### src/rtl/d_f_f_bank_if.sv
// d_f_f_bank control/status bundle.
// Master drives the operation inputs; slave is the register bank.
interface d_f_f_bank_if #(
    parameter int WIDTH = 8
);
    logic             en;
    logic [2:0]       mode;
    logic [WIDTH-1:0] d_in;
    logic             ser_in;
    logic [WIDTH-1:0] q_out;
    logic [WIDTH-1:0] qb_out;
    logic [WIDTH-1:0] q_dly;
    logic             dly_vld;
    logic             chg;
    logic [15:0]      upd_cnt;

    modport master (
        output en, mode, d_in, ser_in,
        input  q_out, qb_out, q_dly, dly_vld, chg, upd_cnt
    );

    modport slave (
        input  en, mode, d_in, ser_in,
        output q_out, qb_out, q_dly, dly_vld, chg, upd_cnt
    );
endinterface

### src/rtl/d_f_f_bank.sv
// d_f_f_bank: multi-mode register bank with delayed copy
// and change-detect status.
module d_f_f_bank #(
    parameter int               WIDTH   = 8,
    parameter int               DEPTH   = 2,
    parameter logic [WIDTH-1:0] RST_VAL = '0
) (
    input logic        clk,
    input logic        rs,
    d_f_f_bank_if.slave bus
);
    localparam int CW = $clog2(DEPTH + 1);

    logic [WIDTH-1:0] q;
    logic [WIDTH-1:0] nq;
    logic [WIDTH-1:0] shl;
    logic [WIDTH-1:0] shr;
    logic [WIDTH-1:0] rol;
    logic [WIDTH-1:0] stg [DEPTH];
    logic [CW-1:0]    fill;
    logic             chg_r;
    logic [15:0]      cnt;

    // A single-bit bank has nothing to shift past: shifts take
    // the serial bit and rotate is a no-op.
    generate
        if (WIDTH == 1) begin : g_w1
            assign shl = bus.ser_in;
            assign shr = bus.ser_in;
            assign rol = q;
        end else begin : g_wn
            assign shl = {q[WIDTH-2:0], bus.ser_in};
            assign shr = {bus.ser_in, q[WIDTH-1:1]};
            assign rol = {q[WIDTH-2:0], q[WIDTH-1]};
        end
    endgenerate

    // Next-state decode; every mode code is covered.
    always_comb begin
        nq = q;
        if (bus.en) begin
            unique case (bus.mode)
                3'b000: nq = q;
                3'b001: nq = bus.d_in;
                3'b010: nq = q ^ bus.d_in;
                3'b011: nq = shl;
                3'b100: nq = shr;
                3'b101: nq = rol;
                3'b110: nq = q | bus.d_in;
                3'b111: nq = q & ~bus.d_in;
            endcase
        end
    end

    // Bank state plus change flag and saturating change count.
    always_ff @(posedge clk or negedge rs) begin
        if (!rs) begin
            q     <= RST_VAL;
            chg_r <= 1'b0;
            cnt   <= '0;
        end else begin
            q     <= nq;
            chg_r <= (nq != q);
            if ((nq != q) && (cnt != 16'hFFFF))
                cnt <= cnt + 16'd1;
        end
    end

    // Delay line captures the pre-edge bank value; fill counter
    // qualifies the output once every stage holds real data.
    always_ff @(posedge clk or negedge rs) begin
        if (!rs) begin
            for (int i = 0; i < DEPTH; i++)
                stg[i] <= RST_VAL;
            fill <= '0;
        end else begin
            stg[0] <= q;
            for (int i = 1; i < DEPTH; i++)
                stg[i] <= stg[i-1];
            if (fill != CW'(DEPTH))
                fill <= fill + 1'b1;
        end
    end

    assign bus.q_out   = q;
    assign bus.qb_out  = ~q;
    assign bus.q_dly   = stg[DEPTH-1];
    assign bus.dly_vld = (fill == CW'(DEPTH));
    assign bus.chg     = chg_r;
    assign bus.upd_cnt = cnt;
endmodule

### src/flat_wrapper.sv
// flat-port wrapper written by rule: the top's interface ports become plain ports
module d_f_f_bank_flat 
#(
    parameter int               WIDTH   = 8,
    parameter int               DEPTH   = 2,
    parameter logic [WIDTH-1:0] RST_VAL = '0
)
  (clk, rs, bus_en, bus_mode, bus_d_in, bus_ser_in, bus_q_out, bus_qb_out, bus_q_dly, bus_dly_vld, bus_chg, bus_upd_cnt);
  d_f_f_bank_if #(.WIDTH(WIDTH)) bus_i ();
  input logic clk;
  input logic rs;
  input wire logic [$bits(bus_i.en)-1:0] bus_en;
  input wire logic [$bits(bus_i.mode)-1:0] bus_mode;
  input wire logic [$bits(bus_i.d_in)-1:0] bus_d_in;
  input wire logic [$bits(bus_i.ser_in)-1:0] bus_ser_in;
  output wire logic [$bits(bus_i.q_out)-1:0] bus_q_out;
  output wire logic [$bits(bus_i.qb_out)-1:0] bus_qb_out;
  output wire logic [$bits(bus_i.q_dly)-1:0] bus_q_dly;
  output wire logic [$bits(bus_i.dly_vld)-1:0] bus_dly_vld;
  output wire logic [$bits(bus_i.chg)-1:0] bus_chg;
  output wire logic [$bits(bus_i.upd_cnt)-1:0] bus_upd_cnt;
  assign bus_i.en = bus_en;
  assign bus_i.mode = bus_mode;
  assign bus_i.d_in = bus_d_in;
  assign bus_i.ser_in = bus_ser_in;
  assign bus_q_out = bus_i.q_out;
  assign bus_qb_out = bus_i.qb_out;
  assign bus_q_dly = bus_i.q_dly;
  assign bus_dly_vld = bus_i.dly_vld;
  assign bus_chg = bus_i.chg;
  assign bus_upd_cnt = bus_i.upd_cnt;
  d_f_f_bank #(.WIDTH(WIDTH), .DEPTH(DEPTH), .RST_VAL(RST_VAL)) u_core (.clk(clk), .rs(rs), .bus(bus_i));
endmodule
### config.mk
export PLATFORM = sky130hd
export DESIGN_NAME = d_f_f_bank_flat
export DESIGN_NICKNAME = d
export VERILOG_FILES = /design/src/rtl/d_f_f_bank_if.sv /design/src/rtl/d_f_f_bank.sv /design/src/flat_wrapper.sv
export SDC_FILE = /design/constraint.sdc
export NUM_CORES = 1
export LEC_CHECK = 0
export CORE_ASPECT_RATIO = 1.1
export CORE_MARGIN = 3
export CORE_UTILIZATION = 30
export DETAILED_ROUTE_END_ITERATION = 8
export DONT_BUFFER_PORTS = 1
export SLEW_MARGIN = 15
export SYNTH_ARGS = -nofsm -noshare
export SYNTH_HDL_FRONTEND = slang
export SYNTH_SLANG_ARGS = --single-unit
### constraint.sdc
create_clock -name clk -period 3.31 [get_ports clk]
set_input_delay 0.331 -clock clk [delete_from_list [all_inputs] [get_ports clk]]
set_output_delay 0.331 -clock clk [all_outputs]
set_load 0.03 [all_outputs]
Yosys cells after proc, flatten, opt, wreduce, memory -nomap -nowiden. Cells that the tools add are included.

Bits in registers: 43.

$add $sub $neg: 2. Equal/unequal tests: 11. Muxes and demuxes: 2. Bitwise operators: 5. Reduce and logical (&&, ||, !) cells: 2.

Operator list (number): $pmux W8 S8 (1); $add A16 B1 Y16 const B (1); $ne A16 B16 Y1 const B (1); $not A8 Y8 (2); $eq A3 B3 Y1 const B (4); $and A8 B8 Y8 (1); $mux W8 (1); $ne A8 B8 Y1 (1); $or A8 B8 Y8 (1); $xor A8 B8 Y8 (1); $eq A3 B2 Y1 const B (2); $eq A3 B1 Y1 const B (1); $logic_not A3 Y1 (1); $add A2 B1 Y2 const B (1); $eq A2 B2 Y1 const B (1); $ne A2 B2 Y1 const B (1); $logic_and A1 B1 Y1 (1).

Longest topological paths before layout.
Depth in word-level cells: 6. Depth in mapped cells: 11.

Worst setup path before layout. OpenSTA, ideal clock, no wires.

Path kind: register -> register. From: register u_core.q[4] (netlist: u_core.bus.q_out[4]). To: register u_core.cnt[1] (netlist: u_core.bus.upd_cnt[1]). Data arrival time: 3.157 ns. Path slack: 0.028 ns. Stages on the path, launching flop included: 11. Period minus slack after synthesis: 3.282 ns. Path through: dfrtp_1 > inv_1 > ha_1 > inv_1 > mux4_2 > a211oi_2 > nor2_1 > or4_1 > a211o_1 > and2_4 > mux2_4.

Word-level cells in the longest chain between the ends: 5. Elaborated cells between the ends (all ways): 7. Classes of those cells: eq/ne: 1; mux: 2; bitwise: 3; reduce/logical: 1.

Ends and longest elaborated chain: start, declared (RTL line d_f_f_bank.sv:14) `logic [WIDTH-1:0] q;`; start signal, assigned (RTL line d_f_f_bank.sv:62) `q <= nq;`; $and A8 B8 Y8 (tied with other cells) (RTL line d_f_f_bank.sv:50) `3'b111: nq = q & ~bus.d_in;`; $pmux W8 S8 (RTL line d_f_f_bank.sv:42) `unique case (bus.mode)`; $mux W8 (RTL line d_f_f_bank.sv:41) `if (bus.en) begin`; $ne A8 B8 Y1 (*) (RTL line d_f_f_bank.sv:64) `if ((nq != q) && (cnt != 16'hFFFF))`; $logic_and A1 B1 Y1 (*) (RTL line d_f_f_bank.sv:64); end signal, assigned (RTL line d_f_f_bank.sv:65) `cnt <= cnt + 16'd1;`; end, declared (RTL line d_f_f_bank.sv:22) `logic [15:0] cnt;`.

Every way passes the cells marked *; elsewhere a longest branch is shown, timed or not. A chain may end at the register's enable or synchronous reset.

Final worst setup path.
From: register u_core.q[7] (netlist: u_core.bus.q_out[7]). To: register u_core.cnt[1] (netlist: u_core.bus.upd_cnt[1]).

Same word-level chain as after synthesis.

==> impl_summary.txt <==
----------------------------------------------------
[Run status]
  Status ... finished, final reports clean

[Logic synthesis]
  Mapped Avg Cell Area ... 10.2 µm²
  Total standard cell area after synthesis ... 0.00254 mm²
  Portion of the post-synthesis area used by sequential elements ... 42.4%
  Number of distinct standard cells referenced by the synthesized netlist ... 46
  Primary FF master, synth ... sky130_fd_sc_hd__dfrtp_1
  Area leader, netlist ... sky130_fd_sc_hd__dfrtp_1
  Synthesized net count ... 282
  Seq cells post-synth ... 43
  Post-synth top area share ... 42.4%
  Number of flops mapped to enable cells by yosys ... 0
  Synth warn ... 0
  Number of standard cells after synthesis ... 249
  Biggest area contributors in the synthesized netlist ... sky130_fd_sc_hd__dfrtp_1 42%, sky130_fd_sc_hd__ha_1 8.9%, sky130_fd_sc_hd__xnor2_1 4.8%
  Async set or reset register ratio after synthesis ... 100%

[STA]
  Final max-slew violation count ... 0
  Final Hold Fails ... 0
  Worst clock skew ... 0.0133 ns
  Maximum clock frequency ... 327 MHz
  Number of setup violations in the final report ... 0
  Slew margin rel. ... 61.2%
  RSZ-0062 raised after global routing ... no
  Summed negative setup slack over all endpoints ... 0 ns
  Shortest period the worst path allows ... 3.06 ns
  Post-route fraction of the period consumed by the critical path ... 92.4%
  Worst-margin pin slew ... 0.576 ns

[Drt]
  Total vias in the final route ... 1818
  Detail-routed net length per standard cell ... 16.0 µm
  Via density ... 4.97
  Initial DRT Pass Iterations ... 6
  Starting DRT DRC Count ... 91
  Remaining number of nets flagged by the antenna check after routing ... 0
  Final WL ... 5870 µm
  Count of unresolved DRC violations after routing ... 0

[Final layout]
  Area taken by flip-flops and latches ... 0.00108 mm²
  Area added between synthesis and finish ... 11.8%
  Post-layout instance area ... 0.00284 mm²
  Ratio of cells with drive above 1 in the final layout ... 15.1%
  Ant diodes ... 0
  Filler Cells Inserted ... 831
  Commonest non-fill, non-tap cells in the layout ... 43 x sky130_fd_sc_hd__dfrtp_1, 25 x sky130_fd_sc_hd__inv_1, 18 x sky130_fd_sc_hd__ha_1, 18 x sky130_fd_sc_hd__buf_4, 15 x sky130_fd_sc_hd__nand2_1
  Leading cell type in the layout, fill and taps excluded ... sky130_fd_sc_hd__dfrtp_1
  Final Non-Filler Cells ... 366
  Area of the multi-input gates ... 0.00124 mm²
  Number of nets in the layout ... 290

[Place]
  Buffers added on ports ... 0
  HPWL after detailed placement ... 4330 µm
  Placed Area ... 0.00268 mm²
  Post-Place Cells ... 356
  Placer congestion estimate ... 0.784

[Floorplanning]
  Horizontal die dimension ... 93.7 µm
  Starting utilization of the core area ... 31.4%
  Area inside the core boundary ... 0.00808 mm²
  Die Height ... 103 µm
  Placement Rows ... 34
  Die Footprint ... 0.00961 mm²
  I/O pins ... 57

[Power and ir drop]
  Static leakage power ... 0.00132 µW
  Final total power ... 1750 µW
  Highest ir drop seen on vdd ... 194 µV
  Pwr per Cell Area ... 615 mW/mm²

[CTS]
  CTS H-Tree Depth ... 2
  Total CTS buffers ... 5
  Clock latency on the worst-skew pair ... 0.30 ns
  Root Buffer ... sky130_fd_sc_hd__clkbuf_8
  Clock sink total ... 43
  TritonCTS clock tree ... yes
  Deepest clock path buffer count ... 2
  Clock transition at path regs ... 0.09 ns

[GRT]
  Overall overflow remaining after global route ... 0
  Vias in the first global route ... 1784
  Pin count of the biggest net entering global routing ... 44
  Global routing usage summed across all routing layers ... 12.3%
  Number of antenna violations at the first check in global routing ... 0
  First-pass GRT wire length ... 9380 µm

[Setup path]
  Arrival time at the worst endpoint ... 3.24 ns
  CP endpoint kind ... flop
  Worst EP required ... 3.49 ns
  CP Class ... flop to flop
  Largest fanout on the critical path ... 7
  Startpoint kind of the worst setup timing path ... flop

[Job]
  Reported max-cap violation count ... 0

[Min path]
  HP Class ... input pin to flop

----------------------------------------------------
-- critical path, cell delays in order (launching register included) --
cell and delay, ns:
sky130_fd_sc_hd__dfrtp_1 0.55, sky130_fd_sc_hd__inv_1 0.10, sky130_fd_sc_hd__ha_1 0.30, sky130_fd_sc_hd__nor2_1 0.08
sky130_fd_sc_hd__o311ai_0 0.14, sky130_fd_sc_hd__a211oi_1 0.32, sky130_fd_sc_hd__o22ai_1 0.12, sky130_fd_sc_hd__or4_1 0.42
sky130_fd_sc_hd__a211o_1 0.42, sky130_fd_sc_hd__and2_4 0.19, sky130_fd_sc_hd__mux2_4 0.29
-- flip-flops by register name, indices dropped and copies added (netlist names) --
signal and count:
u_core.fill 2, u_core.bus.q_out 8, u_core.bus.chg 1, u_core.bus.upd_cnt 16, u_core.stg 8, u_core.bus.q_dly 8
-- path summary, 6_finish.rpt --
kind	start	end	slack (ns)	cells after the start
max	u_core.bus.q_out[7]	u_core.bus.upd_cnt[1]	0.25	10
min	bus_en	u_core.bus.q_out[0]	0.12	1
max reg2reg	u_core.bus.q_out[7]	u_core.bus.upd_cnt[1]	0.25	10
min reg2reg	u_core.stg[11]	u_core.bus.q_dly[3]	0.35	0
max in group asynchronous	rs	u_core.bus.q_dly[5]	2.55	2
min in group asynchronous	rs	u_core.bus.q_out[2]	0.56	2
-- area by class of cell --
| class | instances | area share, % |
|---|---|---|
| Inverter | 25 | 3.31 |
| Clock inverter | 2 | 1.23 |
| Clock buffer | 6 | 2.91 |
| Timing Repair Buffer | 20 | 6.08 |
| Tap cell | 108 | 4.76 |
| Multi-Input combinational cell | 162 | 43.8 |
| Sequential cell | 43 | 37.9 |
-- routing by layer --
layer,up-vias,part of all wire [%],track usage [%]
met5,-,0,0
met4,0,2.1,4.56
met3,9,6.6,2.92
met2,58,48,19.9
met1,886,43,16.0
li1,865,-,-
-- synth_stat cells, drive strengths merged, types with 6 or more instances --
cell type,count
dfrtp,43
inv,25
ha,18
buf,17
nand2,15
xnor2,14
and3,12
nand3,11
a21oi,8
nand2b,8
mux2i,7
and2,6
nand4,6
nor2,6
o21ai,6
-- through the flow --
stage	utilization (%)	setup WS (ns)	hold WS, ns
finish	35.1	0.251	0.118
global route	35.1	0.0868	0.109
floorplan	-	0.0280	0.0354
detailed placement	33.2	0.265	0.0364
CTS	35.1	0.245	0.108
global placement	33.2	0.260	0.0364
-- timing repair --
item,4_1_cts,5_1_grt
gates resized for setup,0,0
endpoints found under the setup margin,0,0
hold endpoints to repair,43,0
setup buffers,0,0
hold buffers,2,0
-- power by group --
| part | switching (µW) | total, µW | leakage [µW] | internal, µW |
|---|---|---|---|---|
| Sequential | 232 | 855 | 0.000525 | 623 |
| Combinational | 258 | 466 | 0.000738 | 208 |
| Clock | 182 | 427 | 0.0000612 | 244 |
-- cell families after synthesis --
logic type	after synthesis	share of synthesized area [%]
AO/OA/AOI/OAI	35	9.46
XOR/XNOR	16	5.52
adder cells (fa/ha/maj)	18	8.87
buffers and inverters	44	8.67
flip-flops	43	42.4
multiplexers	15	7.78
AND/OR/NAND/NOR	78	17.3
No activity file was read; power rests on OpenSTA's default activity.
